==> config.mk <==
export PLATFORM = sky130hd
export DESIGN_NAME = ncmem_noc2_pkt_buf
export DESIGN_NICKNAME = d
export VERILOG_FILES = /design/src/rtl/ncmem_noc2_pkt_buf.sv
export SDC_FILE = /design/constraint.sdc
export NUM_CORES = 1
export LEC_CHECK = 0
export ABC_AREA = 1
export BUFFER_PORTS_ARGS = -buffer_cell sky130_fd_sc_hd__buf_4
export CORE_MARGIN = 8
export CORE_UTILIZATION = 59
export CTS_BUF_LIST = sky130_fd_sc_hd__clkbuf_4 sky130_fd_sc_hd__clkbuf_8
export DETAILED_ROUTE_END_ITERATION = 10
export MAX_ROUTING_LAYER = met4
export PLACE_DENSITY_LB_ADDON = 0.3
export SLEW_MARGIN = 5
export SYNTH_ARGS = -nofsm -noshare
export SYNTH_HDL_FRONTEND = slang
export SYNTH_SLANG_ARGS = --single-unit
==> constraint.sdc <==
create_clock -name chipset_clk -period 8.65 [get_ports chipset_clk]
set_clock_uncertainty 0.15 [all_clocks]
set_input_delay 0.865 -clock chipset_clk [delete_from_list [all_inputs] [get_ports chipset_clk]]
set_output_delay 0.865 -clock chipset_clk [all_outputs]
set_load 0.01 [all_outputs]
==> src/rtl/ncmem_noc2_pkt_buf.sv <==
// ncmem_noc2_pkt_buf
//   Store-and-forward NoC2 packet buffer sitting in front of the ncmem
//   NoC-to-AXI4 bridge, on the chipset clock. A packet is offered to the
//   bridge only once its tail flit has been written. The only exception is a
//   packet longer than the FIFO ("oversize"), which is forwarded cut-through
//   so that it can never deadlock the buffer.
//
//   Handshake (both sides): a flit transfers on a rising edge where val && rdy.
//   val does not depend on rdy. Nothing transfers in a cycle where reset is
//   sampled.
//
//   Optional feature macro: NCMEM_PKT_BUF_STATS_EN
//     defined   -> pkt_fwd_cnt counts every tail pop (32-bit, wraps)
//     undefined -> pkt_fwd_cnt is tied to 0 and no counter flops exist
//
// Ports
//   chipset_clk, chipset_rst       clock, synchronous active-high reset
//   noc2_in_val/dat/rdy            upstream flit stream from the crossbar
//   noc2_out_val/dat/rdy           flit stream to the bridge (FWFT head)
//   pkt_cnt                        complete (non-oversize) packets held
//   pkt_fwd_cnt                    packets forwarded (stats build only)
//
// Internal FSM state (in_state, out_state) uses the plain fsm_t encoding so
// checkers can bind to it directly.

module ncmem_noc2_pkt_buf #(
  parameter int NOC_DATA_WIDTH = 64,
  parameter int FLIT_DEPTH     = 16
) (
  input  logic                          chipset_clk,
  input  logic                          chipset_rst,
  input  logic                          noc2_in_val,
  input  logic [NOC_DATA_WIDTH-1:0]     noc2_in_dat,
  output logic                          noc2_in_rdy,
  output logic                          noc2_out_val,
  output logic [NOC_DATA_WIDTH-1:0]     noc2_out_dat,
  input  logic                          noc2_out_rdy,
  output logic [$clog2(FLIT_DEPTH):0]   pkt_cnt,
  output logic [31:0]                   pkt_fwd_cnt
);

  localparam int AW = $clog2(FLIT_DEPTH);
  localparam int CW = AW + 1;

  typedef enum logic {HDR = 1'b0, BODY = 1'b1} fsm_t;

  logic [NOC_DATA_WIDTH-1:0] mem [FLIT_DEPTH];
  logic [AW-1:0]             wr_ptr, rd_ptr;
  logic [CW-1:0]             flit_cnt, pkt_cnt_q;
  logic                      rst_done;
  fsm_t                      in_state, in_state_nxt, out_state, out_state_nxt;
  logic [7:0]                in_rem, out_rem;
  logic                      ovs, ovs_head, out_ovs;
  logic                      push, pop;
  logic [7:0]                in_len, head_len;
  logic [NOC_DATA_WIDTH-1:0] head;
  logic                      in_tail, out_tail, in_tail_cnt, out_tail_cnt;

  // A packet is oversize when header + body cannot fit in the FIFO at once.
  function automatic logic is_ovs(input logic [7:0] len);
    return ({24'd0, len} + 32'd1) > 32'(FLIT_DEPTH);
  endfunction

  assign head     = mem[rd_ptr];
  assign in_len   = noc2_in_dat[29:22];
  assign head_len = head[29:22];
  assign push     = noc2_in_val && noc2_in_rdy;
  assign pop      = noc2_out_val && noc2_out_rdy;

  assign in_tail  = push && ((in_state == HDR  && in_len == 8'd0) ||
                             (in_state == BODY && in_rem == 8'd1));
  assign out_tail = pop  && ((out_state == HDR  && head_len == 8'd0) ||
                             (out_state == BODY && out_rem == 8'd1));
  // Oversize packets are never counted in pkt_cnt, on either side.
  assign in_tail_cnt  = in_tail  && !(in_state  == BODY && ovs);
  assign out_tail_cnt = out_tail && !(out_state == BODY && out_ovs);

  // ---------------- state registers ----------------
  always_ff @(posedge chipset_clk) begin
    if (chipset_rst) begin
      in_state  <= HDR;
      out_state <= HDR;
    end else begin
      in_state  <= in_state_nxt;
      out_state <= out_state_nxt;
    end
  end

  // ---------------- next-state logic ----------------
  always_comb begin
    in_state_nxt = in_state;
    if (push) begin
      case (in_state)
        HDR:  if (in_len != 8'd0) in_state_nxt = BODY;
        BODY: if (in_rem == 8'd1) in_state_nxt = HDR;
        default: in_state_nxt = HDR;
      endcase
    end
  end

  always_comb begin
    out_state_nxt = out_state;
    if (pop) begin
      case (out_state)
        HDR:  if (head_len != 8'd0) out_state_nxt = BODY;
        BODY: if (out_rem == 8'd1)  out_state_nxt = HDR;
        default: out_state_nxt = HDR;
      endcase
    end
  end

  // ---------------- outputs ----------------
  // In HDR the egress waits for a complete packet, unless the head is the
  // header of an oversize packet, which must start draining before its tail
  // can ever be written. In BODY it streams whatever flits exist.
  always_comb begin
    noc2_in_rdy  = rst_done && !chipset_rst && (flit_cnt != CW'(FLIT_DEPTH));
    noc2_out_val = 1'b0;
    if (!chipset_rst) begin
      case (out_state)
        HDR:  noc2_out_val = (pkt_cnt_q != '0) || (ovs_head && flit_cnt != '0);
        BODY: noc2_out_val = (flit_cnt != '0);
        default: noc2_out_val = 1'b0;
      endcase
    end
  end

  assign noc2_out_dat = head;
  assign pkt_cnt      = pkt_cnt_q;

  // ---------------- FIFO storage ----------------
  always_ff @(posedge chipset_clk) begin
    if (push) mem[wr_ptr] <= noc2_in_dat;
  end

  // ---------------- datapath registers ----------------
  always_ff @(posedge chipset_clk) begin
    if (chipset_rst) begin
      rst_done  <= 1'b0;
      wr_ptr    <= '0;
      rd_ptr    <= '0;
      flit_cnt  <= '0;
      pkt_cnt_q <= '0;
      in_rem    <= '0;
      out_rem   <= '0;
      ovs       <= 1'b0;
      ovs_head  <= 1'b0;
      out_ovs   <= 1'b0;
    end else begin
      rst_done <= 1'b1;
      if (push) wr_ptr <= wr_ptr + 1'b1;
      if (pop)  rd_ptr <= rd_ptr + 1'b1;

      case ({push, pop})
        2'b10:   flit_cnt <= flit_cnt + 1'b1;
        2'b01:   flit_cnt <= flit_cnt - 1'b1;
        default: flit_cnt <= flit_cnt;
      endcase

      case ({in_tail_cnt, out_tail_cnt})
        2'b10:   pkt_cnt_q <= pkt_cnt_q + 1'b1;
        2'b01:   pkt_cnt_q <= pkt_cnt_q - 1'b1;
        default: pkt_cnt_q <= pkt_cnt_q;
      endcase

      if (push) begin
        if (in_state == HDR) begin
          in_rem <= in_len;
          ovs    <= (in_len != 8'd0) && is_ovs(in_len);
        end else begin
          in_rem <= in_rem - 8'd1;
          if (in_rem == 8'd1) ovs <= 1'b0;
        end
      end

      if (pop) begin
        if (out_state == HDR) begin
          out_rem <= head_len;
          out_ovs <= is_ovs(head_len);
        end else begin
          out_rem <= out_rem - 8'd1;
        end
      end

      // An oversize packet cannot complete until its header has left, so at
      // most one oversize header is ever waiting; the flag marks it until it
      // reaches the head and is popped. Complete packets ahead of it still
      // drain first through pkt_cnt.
      if (push && in_state == HDR && is_ovs(in_len))
        ovs_head <= 1'b1;
      else if (pop && out_state == HDR && is_ovs(head_len))
        ovs_head <= 1'b0;
    end
  end

  // ---------------- forwarded-packet statistics ----------------
`ifdef NCMEM_PKT_BUF_STATS_EN
  logic [31:0] fwd_q;
  always_ff @(posedge chipset_clk) begin
    if (chipset_rst)   fwd_q <= '0;
    else if (out_tail) fwd_q <= fwd_q + 32'd1;
  end
  assign pkt_fwd_cnt = fwd_q;
`else
  assign pkt_fwd_cnt = '0;
`endif

endmodule

==> impl_metrics.csv <==
group,metric,value,unit
die,die_area,80700,sq um
detailed_routing,dr.pass1.iters,6,
timing,fin_crit,5.71,ns
global_routing,grt_start_max_net_pins,270,
cts,cts_sinks,1068,
logic_synthesis,synth-main-ff-cell,"edfxtp_1",
die,die_w,284,um
detailed_routing,drcViolationCount,0,
worst_setup_path,cp_max_fo,93,
worst_hold_path,min_path_type,"in -> reg",
logic_synthesis,yosysTopAreaCell,"edfxtp_1",
die,io_pins,171,
worst_setup_path,reg2reg_depth,22,
global_routing,grt_pass1_vias,27400,
layout,fillers,5018,
cts,post-cts-setup-buffers,0,
pwr,max-vdd-ir-drop,162,uV
global_routing,overflow,0,
pwr,power_density,215,nW/um^2
cts,hold_buffers,0,
layout,final_cells,4426,
cts,clk_path_buf_depth,3,
worst_setup_path,slowest_stage,"dfxtp_4",
logic_synthesis,ys_ff_latch,1068,
worst_setup_path,worst-path-buf-inv,3,
cts,h-tree-depth,4,
die,coreArea,71400,sq um
placement,dp.cells,4136,
worst_setup_path,crit_end,"noc2_out_dat[13]",
logic_synthesis,syn_area,42400,sq um
global_routing,grt_pass1_wl,158,mm
detailed_routing,final_antenna_net_count,0,
logic_synthesis,yosys.area.top_type_share,72.5,%
cts,cts_inserted_buffers,162,
worst_setup_path,cp_data_arrival_time,4.69,ns
pwr,power_frac_seq,56.3,%
worst_setup_path,cp.required,7.64,ns
logic_synthesis,synth_edf_count,1024,
cts,root_buffer,"clkbuf_8",
pwr,p_int,7940,uW
detailed_routing,drtIter0Drc,3386,
detailed_routing,viasPerCell,6.17,
worst_setup_path,path_class,"reg -> out",
placement,gp_congestion,0.870,
timing,worst_pin_slew,1.26,ns
worst_setup_path,path_common_cell,"buf_4",
placement,io_buffers,138,
timing,slew_headroom,15.9,%
worst_setup_path,crit_family,"buffers and inverters",
pwr,clkPwrFrac,39.4,%
cts,postCtsResizedCells,0,
die,initial_core_util,59.4,%
timing,fmaxAchievable,175,MHz
detailed_routing,routedWlPerCell,23.3,um
logic_synthesis,postSynthAreaPerCell,13.1,sq um
timing,finalHoldViolCount,0,
layout,final_cell_mix,"1024 x edfxtp_1, 505 x nor2_1, 484 x o21ai_0",
layout,drive_gt1_share,12.7,%
timing,fin_tns_setup,0,ns
logic_synthesis,async_flop_share,0,%
timing,rsz0062_at_grt,"false",
pwr,leakage,0.0159,uW
pwr,combPwrFrac,4.3,%
run_status,status,"finished, final reports clean",
timing,final_max_slew_viol_count,0,
logic_synthesis,yosysSeqAreaShare,74.6,%
die,fp-row-count,98,
layout,nets,3437,
timing,finalCritPeriodShare,66.0,%
worst_setup_path,crit_cells,7,
worst_setup_path,path_cells,"buf_4 -> buf_4 -> o21ai_0 -> o221ai_1 -> nand3_1 -> nand2_1 -> buf_4",
detailed_routing,num_vias,27300,
worst_setup_path,r2r_setup_slack,2.94,ns
pwr,swShare,21.6,%
timing,worst_hold_slack,0.219,ns
worst_setup_path,slowest_delay,1.01,ns
logic_synthesis,yosysUniqueCellTypes,37,
cts,tritoncts,"built",
cts,path_clk_slew,0.07,ns
die,dieHeight,284,um
layout,multi_input_area,9420,sq um
worst_setup_path,regToRegEndpoint,"pkt_cnt[4]",
logic_synthesis,postSynthCellCount,3239,
detailed_routing,drt-total-wl,103,mm
worst_setup_path,startpoint_type,"flop",
placement,hpwlAfterDp,51.5,mm
layout,final_common_cell,"edfxtp_1",
timing,setup_viol,0,
cts,clk_latency,0.79,ns
logic_synthesis,ys_top_cells_by_area,"edfxtp_1 73%, o21ai_0 5.7%, nor2_1 4.6%, o221ai_1 3.3%, nand2_1 2.4%",
global_routing,antenna_found_initial,5,
global_routing,track_usage,25.6,%
logic_synthesis,synth-warning-count,0,
worst_setup_path,critPathCaptureType,"output pin",
layout,syn2layout_area_growth,11.0,%
pwr,p_sw,2190,uW
flow_run,drv_cap,0,
layout,seq_area,31600,sq um
-- cell usage after synthesis, types with 42 or more instances --
cell,count
o221ai_1,162
clkbuf_1,150
dfxtp_1,44
nor2_1,521
o22ai_1,62
buf_2,50
o211ai_1,67
buf_4,42
edfxtp_1,1024
o21ai_0,484
nand2_1,276
nand3_1,138
inv_1,102
-- how the worst min path moves through the flow --
stage                          from     endpoint  slack (ns)  depth (start not counted)
floorplan                  ovs_head     ovs_head        0.28                          2
detailed placement         ovs_head     ovs_head        0.31                          2
finish              noc2_in_dat[51]   mem[0][51]        0.22                          1
global route        noc2_in_dat[15]   mem[4][15]        0.19                          1
CTS                 noc2_in_dat[15]  mem[11][15]        0.14                          1
global placement        flit_cnt[4]  flit_cnt[4]        0.30                          1
-- through the flow --
stage / power [uW] / setup WS, ns / utilization (%) / cell area [sq um]
global route: 10400 / 2.62 / 65.9 / 47100
CTS: 10200 / 2.94 / 65.9 / 47100
detailed placement: 6240 / 3.18 / 61.6 / 43900
finish: 10100 / 2.94 / 65.9 / 47100
floorplan: 6060 / 3.66 / - / 42500
global placement: 6220 / 3.27 / 61.6 / 43900
-- sequential cells by signal, indices dropped and copies added, names as in the netlist, named ones only --
register   cells
flit_cnt       5
out_ovs        1
out_state      1
pkt_cnt        5
out_rem        8
mem         1024
ovs_head       1
rst_done       1
rd_ptr         4
in_rem         8
wr_ptr         4
ovs            1
in_state       1
-- kinds of logic (layout without fill, tap and decap cells) --
logic type	Yosys count	count (layout)	share of synthesized area (%)
other cells	1	36	0.00885
flops	1068	1068	74.6
fa+ha+maj	19	19	0.596
simple gates	959	959	9.03
buf+inv	358	560	3.71
xor+xnor	9	9	0.186
compound gates	825	825	11.8
-- routing by layer --
metal	share of wire, %	vias up	wire length [um]	global-route usage [%]
li1	-	12200	-	-
met1	40	13400	41400	33.6
met2	48	1478	49800	40.3
met3	8.7	215	9010	4.51
met4	3.0	0	3050	9.91
met5	0	-	0	-
-- power by group through the flow --
stage | combinational, uW | clock [uW] | sequential, uW
after floorplan | 248 | 0 | 5810
after detailed placement | 428 | 0 | 5810
after global routing | 476 | 4250 | 5700
after CTS | 430 | 4040 | 5700
final | 432 | 3990 | 5710
after global placement | 410 | 0 | 5810
-- cell type report --
cell class	count	area share [%]
antenna	4	0.0213
clock inverter	70	0.923
sequential	1068	67.2
clock buffer	216	5.68
tap	950	2.53
inverter	106	0.877
multi-input combinational	1844	20.0
timing repair buffer	168	2.71
No activity file was read; power rests on OpenSTA's default activity.
